<file path="src/rtl/pair_run_logger.sv">
// pair_run_logger: run-length statistics on the pair detector output with clear-on-read snapshot handshake
module pair_run_logger #(
    parameter int CNT_W     = 8,
    parameter int ALARM_RUN = 4
) (
    input  logic             clk,
    input  logic             reset,
    input  logic             i_z,
    input  logic             i_rd_req,
    output logic             o_rd_ack,
    output logic [CNT_W-1:0] o_snap_events,
    output logic [CNT_W-1:0] o_snap_runs,
    output logic [CNT_W-1:0] o_snap_max,
    output logic             o_snap_alarm,
    output logic [CNT_W-1:0] o_cur_run,
    output logic [1:0]       o_state
);
    typedef enum logic [1:0] {S_IDLE = 2'd0, S_RUN = 2'd1, S_LONG = 2'd2, S_BAD = 2'd3} state_t;

    localparam logic [CNT_W-1:0] ALARM_V = CNT_W'(ALARM_RUN);
    localparam logic [CNT_W-1:0] SAT     = {CNT_W{1'b1}};
    localparam logic [CNT_W-1:0] ONE     = CNT_W'(1);

    state_t           r_state, w_state_n;
    logic [CNT_W-1:0] r_cur, r_ev, r_runs, r_mx;
    logic             r_alm, r_rd_ack;
    logic [CNT_W-1:0] r_snap_ev, r_snap_runs, r_snap_mx;
    logic             r_snap_alm;
    logic [CNT_W-1:0] w_cur_n, w_ev_n, w_runs_n, w_mx_n;
    logic             w_alm_n, w_long, w_capture;

    // Values every register would take on this edge before any capture clears the accumulators
    always_comb begin
        w_cur_n   = i_z ? ((r_cur == SAT) ? r_cur : r_cur + ONE) : '0;
        w_long    = w_cur_n >= ALARM_V;
        w_ev_n    = (i_z && r_ev != SAT) ? r_ev + ONE : r_ev;
        w_runs_n  = (i_z && r_state == S_IDLE && r_runs != SAT) ? r_runs + ONE : r_runs;
        w_mx_n    = (w_cur_n > r_mx) ? w_cur_n : r_mx;
        w_alm_n   = r_alm | w_long;
        w_capture = i_rd_req & ~r_rd_ack;
        w_state_n = S_IDLE;
        case (r_state)
            S_IDLE, S_RUN: w_state_n = i_z ? (w_long ? S_LONG : S_RUN) : S_IDLE;
            S_LONG:        w_state_n = i_z ? S_LONG : S_IDLE;
            default:       w_state_n = S_IDLE;
        endcase
    end

    // Run tracking, live accumulators, snapshot capture and acknowledge
    always_ff @(posedge clk or negedge reset) begin
        if (!reset) begin
            r_state     <= S_IDLE;
            r_cur       <= '0;
            r_ev        <= '0;
            r_runs      <= '0;
            r_mx        <= '0;
            r_alm       <= 1'b0;
            r_rd_ack    <= 1'b0;
            r_snap_ev   <= '0;
            r_snap_runs <= '0;
            r_snap_mx   <= '0;
            r_snap_alm  <= 1'b0;
        end else begin
            r_state  <= w_state_n;
            r_cur    <= w_cur_n;
            r_rd_ack <= i_rd_req;
            r_ev     <= w_capture ? '0 : w_ev_n;
            r_runs   <= w_capture ? '0 : w_runs_n;
            r_mx     <= w_capture ? '0 : w_mx_n;
            r_alm    <= w_capture ? 1'b0 : w_alm_n;
            if (w_capture) begin
                r_snap_ev   <= w_ev_n;
                r_snap_runs <= w_runs_n;
                r_snap_mx   <= w_mx_n;
                r_snap_alm  <= w_alm_n;
            end
        end
    end

    assign o_rd_ack      = r_rd_ack;
    assign o_snap_events = r_snap_ev;
    assign o_snap_runs   = r_snap_runs;
    assign o_snap_max    = r_snap_mx;
    assign o_snap_alarm  = r_snap_alm;
    assign o_cur_run     = r_cur;
    assign o_state       = r_state;
endmodule

</file>
<file path="config.mk">
export PLATFORM = sky130hd
export DESIGN_NAME = pair_run_logger
export DESIGN_NICKNAME = d
export VERILOG_FILES = /design/src/rtl/pair_run_logger.sv
export SDC_FILE = /design/constraint.sdc
export NUM_CORES = 1
export LEC_CHECK = 0
export CAP_MARGIN = 15
export CELL_PAD_IN_SITES_DETAIL_PLACEMENT = 1
export CELL_PAD_IN_SITES_GLOBAL_PLACEMENT = 1
export CORE_MARGIN = 3
export CORE_UTILIZATION = 42
export DETAILED_ROUTE_END_ITERATION = 6
export PLACE_DENSITY = 0.81
export SLEW_MARGIN = 10
export SYNTH_ARGS = -nofsm -noshare
export SYNTH_HDL_FRONTEND = slang
export SYNTH_SLANG_ARGS = --single-unit
</file>
<file path="constraint.sdc">
create_clock -name clk -period 3.3 [get_ports clk]
set_input_delay 0.66 -clock clk [delete_from_list [all_inputs] [get_ports clk]]
set_output_delay 0.66 -clock clk [all_outputs]
set_load 0.01 [all_outputs]
</file>
Word-level counts from Yosys, hierarchy flattened

Index checks and enable logic that the tools add are counted.

Div/mod/pow operators: 0
Add/subtract/negate cells: 3
Shift-type cells: 0
$lt $le $gt $ge: 2
Bitwise operators: 3
Reductions and logical operators: 5
Multiplexer cells: 13
Eq/ne operators: 5
$mul: 0

Operators with widths:

| operator                                                          | count |
|---|---|
| 2-to-1 mux 8 bit                                                  | 8 |
| adder 8 x 1 -> 8 bit, second input constant                       | 3 |
| != test 8 bit, second input constant                              | 2 |
| equality test 8 bit, second input constant                        | 1 |
| greater-or-equal comparator 8 x 3 -> 1 bit, second input constant | 1 |
| > comparator 8 bit                                                | 1 |
| 2-to-1 mux 2 bit                                                  | 3 |
| case mux 2 bit (2 select lines)                                   | 1 |
| logical AND 1 bit                                                 | 3 |
| equality test 2 x 1 -> 1 bit, second input constant               | 1 |
| equality test 2 bit, second input constant                        | 1 |
| zero test 2 bit                                                   | 1 |
| OR reduction 2 bit                                                | 1 |
| AND 1 bit                                                         | 1 |
| 2-to-1 mux 1 bit                                                  | 1 |
| inverter 1 bit                                                    | 1 |
| OR 1 bit                                                          | 1 |

Output and inout port bits: 36
Input bits: 4
Bits in read-only memories: 0
Memories: 0
Word-level logic and storage cells: 42
Flip-flop bits (word level): 61
Memory bits (writable): 0
Latch bits: 0

Depth between registers and ports, before layout

Gate-level depths: netlist of the first run.

Word-level depth: 7
Gate-level depth with buffers: 11

Least setup slack after synthesis of the first run

OpenSTA, ideal clock, no wires.

Path type: register to register
Start point: register r_cur[0], in the netlist o_cur_run[0]
End point: register r_snap_mx[5], in the netlist o_snap_max[5]
Data arrival time: 2.762 ns
Period minus slack after synthesis: 2.844 ns
Required time: 3.218 ns
Slack: 0.456 ns
Buffers on the path: 0
Library setup time: 0.082 ns
Stages on the path, launching flop included: 11
Path through: dfrtp_1 > ha_1 > and3_4 > a211oi_2 > mux2i_1 > ha_1 > nand4_1 > nor2_1 > a211oi_2 > o21ai_1 > a31oi_1

Cells in the longest elaborated chain, start to end: 5
Elaborated cells on any way between the ends: 6
Classes of those cells: add/sub: 1; order compare: 1; eq/ne: 1; mux: 3

Ends and longest elaborated chain:

| item                                                        | RTL line | source |
|---|---|---|
| start: declaration                                          | 25       | `logic [CNT_W-1:0] r_cur, r_ev, r_runs, r_mx;` |
| start signal: assignment                                    | 65       | `r_cur <= w_cur_n;` |
| adder 8 x 1 -> 8 bit or equality test 8 bit (tied branches) | 34       | `w_cur_n = i_z ? ((r_cur == SAT) ? r_cur : r_cur + ONE) : '0;` |
| 2-to-1 mux 8 bit (*) (2 in a row)                           | 34       |  |
| net w_cur_n[5]                                              | 29       | `logic [CNT_W-1:0] w_cur_n, w_ev_n, w_runs_n, w_mx_n;` |
| > comparator 8 bit                                          | 38       | `w_mx_n = (w_cur_n > r_mx) ? w_cur_n : r_mx;` |
| 2-to-1 mux 8 bit (*)                                        | 38       |  |
| end signal: assignment                                      | 74       | `r_snap_mx <= w_mx_n;` |
| end: declaration                                            | 27       | `logic [CNT_W-1:0] r_snap_ev, r_snap_runs, r_snap_mx;` |

The timed path passes the listed nets; every way through them passes the cells marked *.
A chain may end at the register's enable or synchronous reset.

Worst setup path in the final report of the first run

Start point: input port i_z
End point: register r_snap_mx[2], in the netlist o_snap_max[2]

Cells in the longest elaborated chain, start to end: 3

Ends and longest elaborated chain:

| item               | RTL line | source |
|---|---|---|
| start: declaration | 8        | `input logic i_z,` |
| 2-to-1 mux 8 bit   | 34       |  |
| net w_cur_n[3]     | 29       |  |
| > comparator 8 bit | 38       |  |
| 2-to-1 mux 8 bit   | 38       |  |

The timed path passes the listed nets, and every way through them passes these cells.

==> results of run 1 <==
## cells in the final DEF (no fill, tap or decap), types with 3 or more instances in the layout
master           netlist  routed
dfrtp_1               61      61
clkdlybuf4s50_1        0      38
nor2_1                32      32
nand2_1               31      31
o21ai_1               23      23
a21oi_1               17      17
nand3_1               14      14
inv_1                 13      13
a31oi_1               11      11
ha_1                  11      11
o21ai_0               10      10
clkbuf_8               0      10
buf_4                  0      10
nand4_1                9       9
xor2_1                 6       6
mux2i_1                5       5
and3_1                 4       4
o211ai_1               4       4
nand2b_1               4       4
xnor2_1                4       4
nor3_1                 3       3
## worst paths after layout
kind,from,end,slack [ns],cells past startpoint
setup / recovery,i_z,o_snap_max[2],0.32,9
hold / removal,reset,o_snap_runs[3],0.32,1
setup reg to reg,o_cur_run[0],o_snap_max[2],0.33,11
hold reg to reg,o_snap_events[5],o_snap_events[5],0.48,2
max in group asynchronous,reset,o_cur_run[0],2.07,2
min in group clk,o_snap_events[5],o_snap_events[5],0.48,2
## where the power goes
part / leakage (nW) / switching (W) / internal, W
Sequential: 0.813 / 0.0000782 / 0.000841
Combinational: 0.656 / 0.000255 / 0.000219
Clock: 0.105 / 0.000289 / 0.000441
## critical path, cell delays in order
cell             delay (ns)
clkdlybuf4s50_1        0.73
o21ai_0                0.26
nor2_1                 0.26
ha_1                   0.30
a21oi_1                0.29
a211oi_2               0.14
buf_4                  0.18
o21ai_1                0.23
a31oi_1                0.13
## cells in the mapped netlist (all sizes together), types with 3 or more instances
cell type	number	area (um2)
dfrtp	61	1530
o21ai	33	165
nor2	32	120
nand2	31	116
a21oi	17	85.1
nand3	14	70.1
inv	13	48.8
a31oi	11	68.8
ha	11	138
nand4	10	68.8
clkbuf	9	33.8
xor2	6	52.6
and3	5	36.3
mux2i	5	50.1
nand2b	4	25.0
o211ai	4	30.0
xnor2	4	35.0
nor2b	3	18.8
nor3	3	15.0
## flip-flops by register name, summed over array words and instances (netlist names), 2 cells and up
| name | cells |
|---|---|
| o_snap_max | 8 |
| r_runs | 8 |
| o_state | 2 |
| o_snap_events | 8 |
| o_snap_runs | 8 |
| o_cur_run | 8 |
| r_mx | 8 |
| r_ev | 8 |
## stage by stage
step	power, W	area (um2)	instances	hold slack, ns	utilization [%]
after floorplan	0.00117	2880	294	0.364	-
after global placement	0.00138	3400	410	0.461	52.4
after detailed placement	0.00140	3400	410	0.473	52.4
after CTS	0.00214	3620	425	0.332	55.7
after global routing	0.00223	3630	426	0.369	55.9
final	0.00212	3630	426	0.322	55.9
## layer usage
| metal | up-vias | wire, um | track usage (%) |
|---|---|---|---|
| li1 | 1138 | - | - |
| met1 | 1182 | 3500 | 27.8 |
| met2 | 40 | 3510 | 31.2 |
| met3 | 13 | 213 | 3.91 |
| met4 | 0 | 165 | 9.34 |
| met5 | - | 0 | 0 |
## kinds of logic (layout without fill, tap and decap cells)
group / Yosys count / after routing / share of synthesized area (%)
AOI/OAI and AO/OA: 73 / 73 / 14.7
muxes: 5 / 5 / 1.74
buffers and inverters: 23 / 78 / 3.04
xor gates and xnor gates: 10 / 10 / 3.04
DFF: 61 / 61 / 52.9
and+or+nand+nor: 111 / 111 / 19.8
adders and majority gates: 11 / 11 / 4.77
## cell type report
class	count	area, um2	area share (%)
Timing Repair Buffer	50	472	13.0
Multi-Input combinational cell	210	1270	35.1
Inverter	13	48.8	1.34
Sequential cell	61	1530	42.1
Tap cell	77	96.3	2.65
Clock buffer	11	141	3.90
Clock inverter	4	72.6	2.00
==> impl_metrics.env, run 1 <==
export IMPL_worstPathArrival_ns=3.18
export IMPL_clock_sinks=61
export IMPL_tritoncts="yes"
export IMPL_ctsHoldBuffers=0
export IMPL_endpoint_kind="flip-flop"
export IMPL_dr_pass1_iters=4
export IMPL_drv_cap=0
export IMPL_synth_area_mm2=0.00288
export IMPL_final_min_clock_period_ns=2.98
export IMPL_via_per_inst=5.57
export IMPL_power_density_mw_per_mm2=585
export IMPL_first_iter_violations=97
export IMPL_die_h_um=88.9
export IMPL_fin_skew_ns=0.00868
export IMPL_port_buffers=39
export IMPL_clk_latency_ns=0.34
export IMPL_grt_max_degree=44
export IMPL_synthToLayoutAreaGrowth_pct=25.9
export IMPL_clock_fmax_mhz=335
export IMPL_ir_worst_vdd_mv=0.390
export IMPL_wl_per_cell_um=17.3
export IMPL_yosys_warnings=0
export IMPL_fin_setup_tns_ns=0
export IMPL_slew_limit_headroom_pct=57.7
export IMPL_start_kind="input pin"
export IMPL_grt_pass1_wl_um=12200
export IMPL_wirelength_um=7390
export IMPL_grt_overflow=0
export IMPL_postCtsSetupRepairBufs=0
export IMPL_hold_viol=0
export IMPL_fin_nets=360
export IMPL_place_gp_congestion=0.789
export IMPL_worstSetupPathType="input pin to flip-flop"
export IMPL_synth_seq_cells=61
export IMPL_num_fill_cells=734
export IMPL_layout_setup_ws_ns=0.315
export IMPL_ant_nets=0
export IMPL_synth_edf_count=0
export IMPL_grtUsageTotal_pct=20.3
export IMPL_pre_cts_slack_ns=0.0233
export IMPL_tightest_slew_ns=0.635
export IMPL_num_rows=29
export IMPL_dieArea_mm2=0.00790
export IMPL_postSynthCellCount=294
export IMPL_avgSynthCellArea_um2=9.81
export IMPL_fin_crit_sh_pct=90.4
export IMPL_synth_sequential_area_ratio_pct=52.9
export IMPL_antenna_found_initial=0
export IMPL_cts_repair_resized=0
export IMPL_hold_class="input pin to asynchronous set/reset pin"
export IMPL_cts_made_buffers=9
export IMPL_dp_hpwl_um=5130
export IMPL_h_tree_depth=3
export IMPL_insertedDiodeCount=0
export IMPL_setup_viol=0
export IMPL_crit_required_ns=3.50
export IMPL_status="completed"
export IMPL_syn_num_nets=309
export IMPL_remaining_drc_errors=0
export IMPL_core_area_mm2=0.00649
export IMPL_ys_types=39
export IMPL_rsz0062_at_grt="no"
export IMPL_ys_async_sr_fraction_pct=100
export IMPL_ios=40
export IMPL_ctsRootBufferMaster="clkbuf_8"
export IMPL_leakage_nw=1.57
export IMPL_drv_slew=0
export IMPL_cp_max_fo=12
export IMPL_first_global_vias=2469
export IMPL_vias=2373
export IMPL_clk_pin_slew_worst_paths_ns=0.07
export IMPL_drive_gt1_share_pct=10.0
export IMPL_synthFlopType="dfrtp_1"
export IMPL_cts_buffer_depth=2
export IMPL_start_util_pct=44.4
export IMPL_die_x_um=88.9
Note: power is estimated with default switching activity, not from simulation.
==> run 2, diff against run 1 <==
--- a/config.mk
+++ b/config.mk
@@ -12,6 +12,7 @@
 export CORE_UTILIZATION = 42
 export DETAILED_ROUTE_END_ITERATION = 6
 export PLACE_DENSITY = 0.81
+export SKIP_LAST_GASP = 1
 export SLEW_MARGIN = 10
 export SYNTH_ARGS = -nofsm -noshare
 export SYNTH_HDL_FRONTEND = slang
==> results of run 2 <==
No change in the layout: final DEF, timing and power equal those of run 1.
